### src/rtl/decoder_nx2n_pulse_if.sv
// Request channel of decoder_nx2n_pulse: select code and pulse length over valid/ready.
//   master : requester (drives in_valid, in_sel, in_len; observes in_ready)
//   slave  : decoder   (observes in_valid, in_sel, in_len; drives in_ready)
interface decoder_nx2n_pulse_if #(
    parameter int unsigned SEL_W = 3,
    parameter int unsigned LEN_W = 4
);
    logic             in_valid;
    logic             in_ready;
    logic [SEL_W-1:0] in_sel;
    logic [LEN_W-1:0] in_len;

    modport master (output in_valid, output in_sel, output in_len, input in_ready);
    modport slave  (input in_valid, input in_sel, input in_len, output in_ready);
endinterface

### src/rtl/decoder_nx2n_pulse.sv
// N-to-2^N one-hot decoder with registered, timed pulse outputs.
// A request (select, length) is accepted over a valid/ready handshake; the selected
// line is driven high for max(len,1) cycles, followed by a one-cycle done strobe.
// Optional macro DECODER_PULSE_GAP_EN: after the pulse, hold off for an equal-length
// all-zero gap (50% duty cycle) and strobe done at the end of the gap instead.
// Ports:
//   clk, rst_n : clock (rising edge), asynchronous active-low reset
//   en         : block enable; low aborts an active pulse/gap without done
//   req        : request channel (in_valid, in_ready, in_sel, in_len)
//   out_y      : registered one-hot / all-zero line outputs
//   busy       : high whenever the FSM is not idle
//   done       : one-cycle completion strobe
module decoder_nx2n_pulse #(
    parameter int unsigned SEL_W = 3,
    parameter int unsigned LEN_W = 4
) (
    input  logic                     clk,
    input  logic                     rst_n,
    input  logic                     en,
    decoder_nx2n_pulse_if.slave      req,
    output logic [(2**SEL_W)-1:0]    out_y,
    output logic                     busy,
    output logic                     done
);
    localparam int unsigned OUT_N = 2 ** SEL_W;

`ifdef DECODER_PULSE_GAP_EN
    typedef enum logic [1:0] {IDLE, PULSE, GAP} state_t;
`else
    typedef enum logic [1:0] {IDLE, PULSE} state_t;
`endif

    state_t             state, state_nxt;
    logic [LEN_W-1:0]   cnt, cnt_nxt;
    logic [SEL_W-1:0]   sel_q, sel_nxt;
    logic [OUT_N-1:0]   out_nxt;
    logic               done_nxt;
`ifdef DECODER_PULSE_GAP_EN
    logic [LEN_W-1:0]   len_q, len_nxt;   // pulse length minus one, reused as gap length
`endif

    // Handshake and status derive from the state register only.
    assign req.in_ready = en && (state == IDLE);
    assign busy         = (state != IDLE);

    // State and output registers.
    always_ff @(posedge clk or negedge rst_n) begin
        if (!rst_n) begin
            state <= IDLE;
            cnt   <= '0;
            sel_q <= '0;
            out_y <= '0;
            done  <= 1'b0;
`ifdef DECODER_PULSE_GAP_EN
            len_q <= '0;
`endif
        end else begin
            state <= state_nxt;
            cnt   <= cnt_nxt;
            sel_q <= sel_nxt;
            out_y <= out_nxt;
            done  <= done_nxt;
`ifdef DECODER_PULSE_GAP_EN
            len_q <= len_nxt;
`endif
        end
    end

    // Next-state and next-output logic.
    always_comb begin
        state_nxt = state;
        cnt_nxt   = cnt;
        sel_nxt   = sel_q;
        out_nxt   = '0;
        done_nxt  = 1'b0;
`ifdef DECODER_PULSE_GAP_EN
        len_nxt   = len_q;
`endif
        case (state)
            IDLE: begin
                if (en && req.in_valid) begin
                    sel_nxt   = req.in_sel;
                    // Zero length maps to one cycle, so cnt never underflows.
                    cnt_nxt   = (req.in_len == '0) ? '0 : req.in_len - LEN_W'(1);
                    out_nxt   = OUT_N'(1) << req.in_sel;
                    state_nxt = PULSE;
`ifdef DECODER_PULSE_GAP_EN
                    len_nxt   = (req.in_len == '0) ? '0 : req.in_len - LEN_W'(1);
`endif
                end
            end
            PULSE: begin
                if (!en) begin
                    cnt_nxt   = '0;
                    state_nxt = IDLE;
                end else if (cnt != '0) begin
                    cnt_nxt   = cnt - LEN_W'(1);
                    out_nxt   = OUT_N'(1) << sel_q;
                end else begin
`ifdef DECODER_PULSE_GAP_EN
                    cnt_nxt   = len_q;
                    state_nxt = GAP;
`else
                    done_nxt  = 1'b1;
                    state_nxt = IDLE;
`endif
                end
            end
`ifdef DECODER_PULSE_GAP_EN
            GAP: begin
                if (!en) begin
                    cnt_nxt   = '0;
                    state_nxt = IDLE;
                end else if (cnt != '0) begin
                    cnt_nxt   = cnt - LEN_W'(1);
                end else begin
                    done_nxt  = 1'b1;
                    state_nxt = IDLE;
                end
            end
`endif
            default: begin
                cnt_nxt   = '0;
                state_nxt = IDLE;
            end
        endcase
    end
endmodule
### src/flat_wrapper.sv
// flat-port wrapper written by rule: the top's interface ports become plain ports
module decoder_nx2n_pulse_flat 
#(
    parameter int unsigned SEL_W = 3,
    parameter int unsigned LEN_W = 4
)
  (clk, rst_n, en, out_y, busy, done, req_in_valid, req_in_sel, req_in_len, req_in_ready);
  decoder_nx2n_pulse_if #(.SEL_W(SEL_W), .LEN_W(LEN_W)) req_i ();
  input  logic clk;
  input  logic rst_n;
  input  logic en;
  output logic [(2**SEL_W)-1:0] out_y;
  output logic busy;
  output logic done;
  input wire logic [$bits(req_i.in_valid)-1:0] req_in_valid;
  input wire logic [$bits(req_i.in_sel)-1:0] req_in_sel;
  input wire logic [$bits(req_i.in_len)-1:0] req_in_len;
  output wire logic [$bits(req_i.in_ready)-1:0] req_in_ready;
  assign req_i.in_valid = req_in_valid;
  assign req_i.in_sel = req_in_sel;
  assign req_i.in_len = req_in_len;
  assign req_in_ready = req_i.in_ready;
  decoder_nx2n_pulse #(.SEL_W(SEL_W), .LEN_W(LEN_W)) u_core (.clk(clk), .rst_n(rst_n), .en(en), .req(req_i), .out_y(out_y), .busy(busy), .done(done));
endmodule
### config.mk
export PLATFORM = sky130hd
export DESIGN_NAME = decoder_nx2n_pulse_flat
export DESIGN_NICKNAME = d
export VERILOG_FILES = /design/src/rtl/decoder_nx2n_pulse_if.sv /design/src/rtl/decoder_nx2n_pulse.sv /design/src/flat_wrapper.sv
export SDC_FILE = /design/constraint.sdc
export NUM_CORES = 1
export LEC_CHECK = 0
export ABC_AREA = 1
export CORE_MARGIN = 2
export CORE_UTILIZATION = 28
export DETAILED_ROUTE_END_ITERATION = 8
export GPL_ROUTABILITY_DRIVEN = 0
export HOLD_SLACK_MARGIN = 0.02
export PLACE_DENSITY_LB_ADDON = 0.05
export SLEW_MARGIN = 20
export SYNTH_ARGS = -nofsm -noshare
export SYNTH_HDL_FRONTEND = slang
export SYNTH_SLANG_ARGS = --single-unit
### constraint.sdc
create_clock -name clk -period 1.34 [get_ports clk]
set_input_delay 0.201 -clock clk [delete_from_list [all_inputs] [get_ports clk]]
set_output_delay 0.201 -clock clk [all_outputs]
set_load 0.02 [all_outputs]
==> impl_metrics.py <==
metrics = {
    "routing": {
        "drc_errors": 0,
        "totalWireLength_um": 1990,
        "wl_met2_um": 1030,
        "wl_met3_um": 78,
        "top_layer_used": "met4",
        "ant_nets": 0,
        "initialDrtViolationCount": 25,
        "dr.pass1.iters": 4,
        "via_per_inst": 4.41,
        "m1WireLength_um": 860,
        "wl_per_cell_um": 10.5,
        "via_count": 837,
    },
    "global_routing": {
        "grt_antenna_before_repair": 0,
        "grt_pass1_wl_um": 3470,
        "grt_start_max_net_pins": 18,
        "grt_pass1_vias": 840,
        "grt_use_total_pct": 12.9,
        "grt_overflow": 0,
    },
    "pwr": {
        "p_per_area_nw_per_um2": 1230,
        "power.static_leakage_nw": 0.646,
        "combPwrFrac_pct": 36.6,
        "p_int_mw": 0.944,
        "ir_drop_uv": 557,
        "pwr-share-clk_pct": 17.9,
        "netSwitchingFraction_pct": 37.3,
        "switchingPower_mw": 0.562,
        "p_total_mw": 1.51,
        "p_seq_share_pct": 45.4,
    },
    "floorplanning": {
        "placementRows": 20,
        "dieHeight_um": 60.1,
        "die_area_um2": 3610,
        "ios": 22,
        "die_width_um": 60.1,
        "core_um2": 3030,
        "initial_core_util_pct": 29.0,
    },
    "cts": {
        "clk_pin_slew_ps": 100,
        "h-tree-depth": 1,
        "clkSinkCount": 17,
        "clk_latency_ps": 280,
        "root_buffer": "clkbuf_4",
        "post_cts_buffers": 0,
        "cts_tree": "built",
        "clk_path_buf_depth": 2,
        "cts_hold_buf": 0,
        "cts_buffers": 3,
    },
    "cells_and_area": {
        "instances_no_fill": 190,
        "nets": 160,
        "area_delta_synth_final_pct": 39.4,
        "final_area_um2": 1230,
        "drive_gt1_share_pct": 15.1,
        "final_util_pct": 40.5,
        "antennaDiodeCount": 0,
    },
    "sta": {
        "hold_ws_ps": 232,
        "finalClockSkew_ps": 4.08,
        "setup_viol": 0,
        "min_period_ps": 1220,
        "hold_violations": 0,
        "fin_ws_ps": 118,
        "fin_setup_tns_ps": 0,
        "relSlewSlack_pct": 84.4,
        "clock.fmax_mhz": 818,
        "finalCritPeriodShare_pct": 91.2,
        "tightest_slew_ps": 233,
        "rsz0062_at_grt": "no",
        "drv_slew": 0,
    },
    "hold_path": {
        "hold_class": "in -> async",
    },
    "run": {
        "max_cap_viol_count": 0,
    },
    "logic_synthesis": {
        "ys_warn_count": 0,
        "synth_seq_area_share_pct": 48.4,
        "postSynthCellCount": 113,
        "syn-cell-area_um2": 880,
        "yosys.area.top_type": "dfrtp_1",
        "synth_cell_types": 15,
        "synth_edf_count": 0,
        "syn_nets": 126,
        "syn_area_per_cell_um2": 7.78,
        "ys_ff_latch": 17,
        "synth.most_common_cell": "nand2_1",
        "synthTopCellsByCount": "nand2_1 (33), dfrtp_1 (17), inv_1 (14), nor2_1 (10), nand3_1 (9)",
        "synth_top_area_share_pct": 48.4,
        "synth_area_leaders": "dfrtp_1 (48%), nand2_1 (14%), inv_1 (6.0%)",
        "ys.flop_type": "dfrtp_1",
        "async_reset_ff_share_pct": 100,
    },
    "placement": {
        "dp_cells": 186,
        "portBuffers": 21,
        "dp.final_hpwl_um": 1540,
        "dpl_cell_area_um2": 1200,
        "pre_cts_ws_ps": -259,
    },
    "critical_path": {
        "cp.arrival_ps": 1020,
        "crit_fanout": 3,
        "critPathKind": "reg -> out",
        "slowest_delay_ps": 410,
        "worstPathRequired_ps": 1140,
        "cp_slowest_cell": "dfrtp_1",
        "reg2reg_depth": 7,
        "crit_chain": "dlygate4sd2_1",
        "path_delay_family": "flip-flops",
        "cp-end-kind": "output port",
        "cp_num_buf_inv": 1,
        "cp-start-kind": "flop",
        "cp.depth": 1,
    },
    "status": {
        "outcome": "finished clean",
    },
}
## cell families (layout without fill, tap and decap cells)
family,after synthesis,after routing,synth area share [%]
simple gates,60,60,30.4
fa+ha+maj,2,2,2.84
compound gates,18,18,11.4
flops,17,17,48.4
buf+inv,16,49,6.97
## placed cells by master (no fill, tap or decap)
cell,n
inv_4,1
inv_2,1
nand2_2,3
nand2_4,1
nand3_4,1
dlygate4sd2_1,10
nand3_1,9
dfrtp_1,17
nor2_1,10
ha_2,1
clkbuf_2,1
clkbuf_1,1
clkdlybuf4s50_1,10
or2_0,1
o21ai_0,7
inv_1,14
buf_4,7
clkbuf_4,3
nand2_1,33
a21oi_1,3
nor2_2,2
ha_1,1
buf_6,1
o22ai_1,8
## metal layers
metal  GRT usage [%]  vias to the layer above
li1                -                      426
met1            15.2                      391
met2            22.4                       18
met3            2.16                        2
met4            6.35                        0
met5               0                        -
## power groups by stage
stage | clock, mW | combinational (mW) | sequential [mW]
global placement | 0 | 0.554 | 0.693
detailed placement | 0 | 0.560 | 0.695
floorplan | 0 | 0.321 | 0.709
global route | 0.307 | 0.638 | 0.703
finish | 0.270 | 0.551 | 0.684
CTS | 0.288 | 0.545 | 0.684
## registers in the layout, indices dropped and copies added, names as in the netlist
| name | cells |
|---|---|
| u_core.out_y | 8 |
| u_core.cnt | 4 |
| u_core.sel_q | 3 |
| u_core.done | 1 |
| u_core.state | 1 |
## area by class of cell
type | instances | area [um^2]
fillers | 323 | 1800
clock buffers | 4 | 26.3
multi-input cells | 80 | 400
well taps | 44 | 55.1
flip-flops and latches | 17 | 425
inverters | 16 | 62.6
repair buffers | 29 | 256
## repair_timing
item,in CTS,in global routing
gates resized for setup,11,6
endpoints found under the setup margin,11,3
hold endpoints to repair,0,0
## worst paths after layout
kind                                       from  slack [ps]         endpoint
worst max register to register    u_core.cnt[0]         140    u_core.cnt[3]
worst min register to register    u_core.cnt[0]         490    u_core.cnt[0]
max in group asynchronous                 rst_n         910    u_core.cnt[3]
min in group clk                  u_core.cnt[0]         490    u_core.cnt[0]
worst max-delay path            u_core.state[0]         120             busy
worst min-delay path                      rst_n         230  u_core.sel_q[2]
Power figures use the tool's default switching activity.
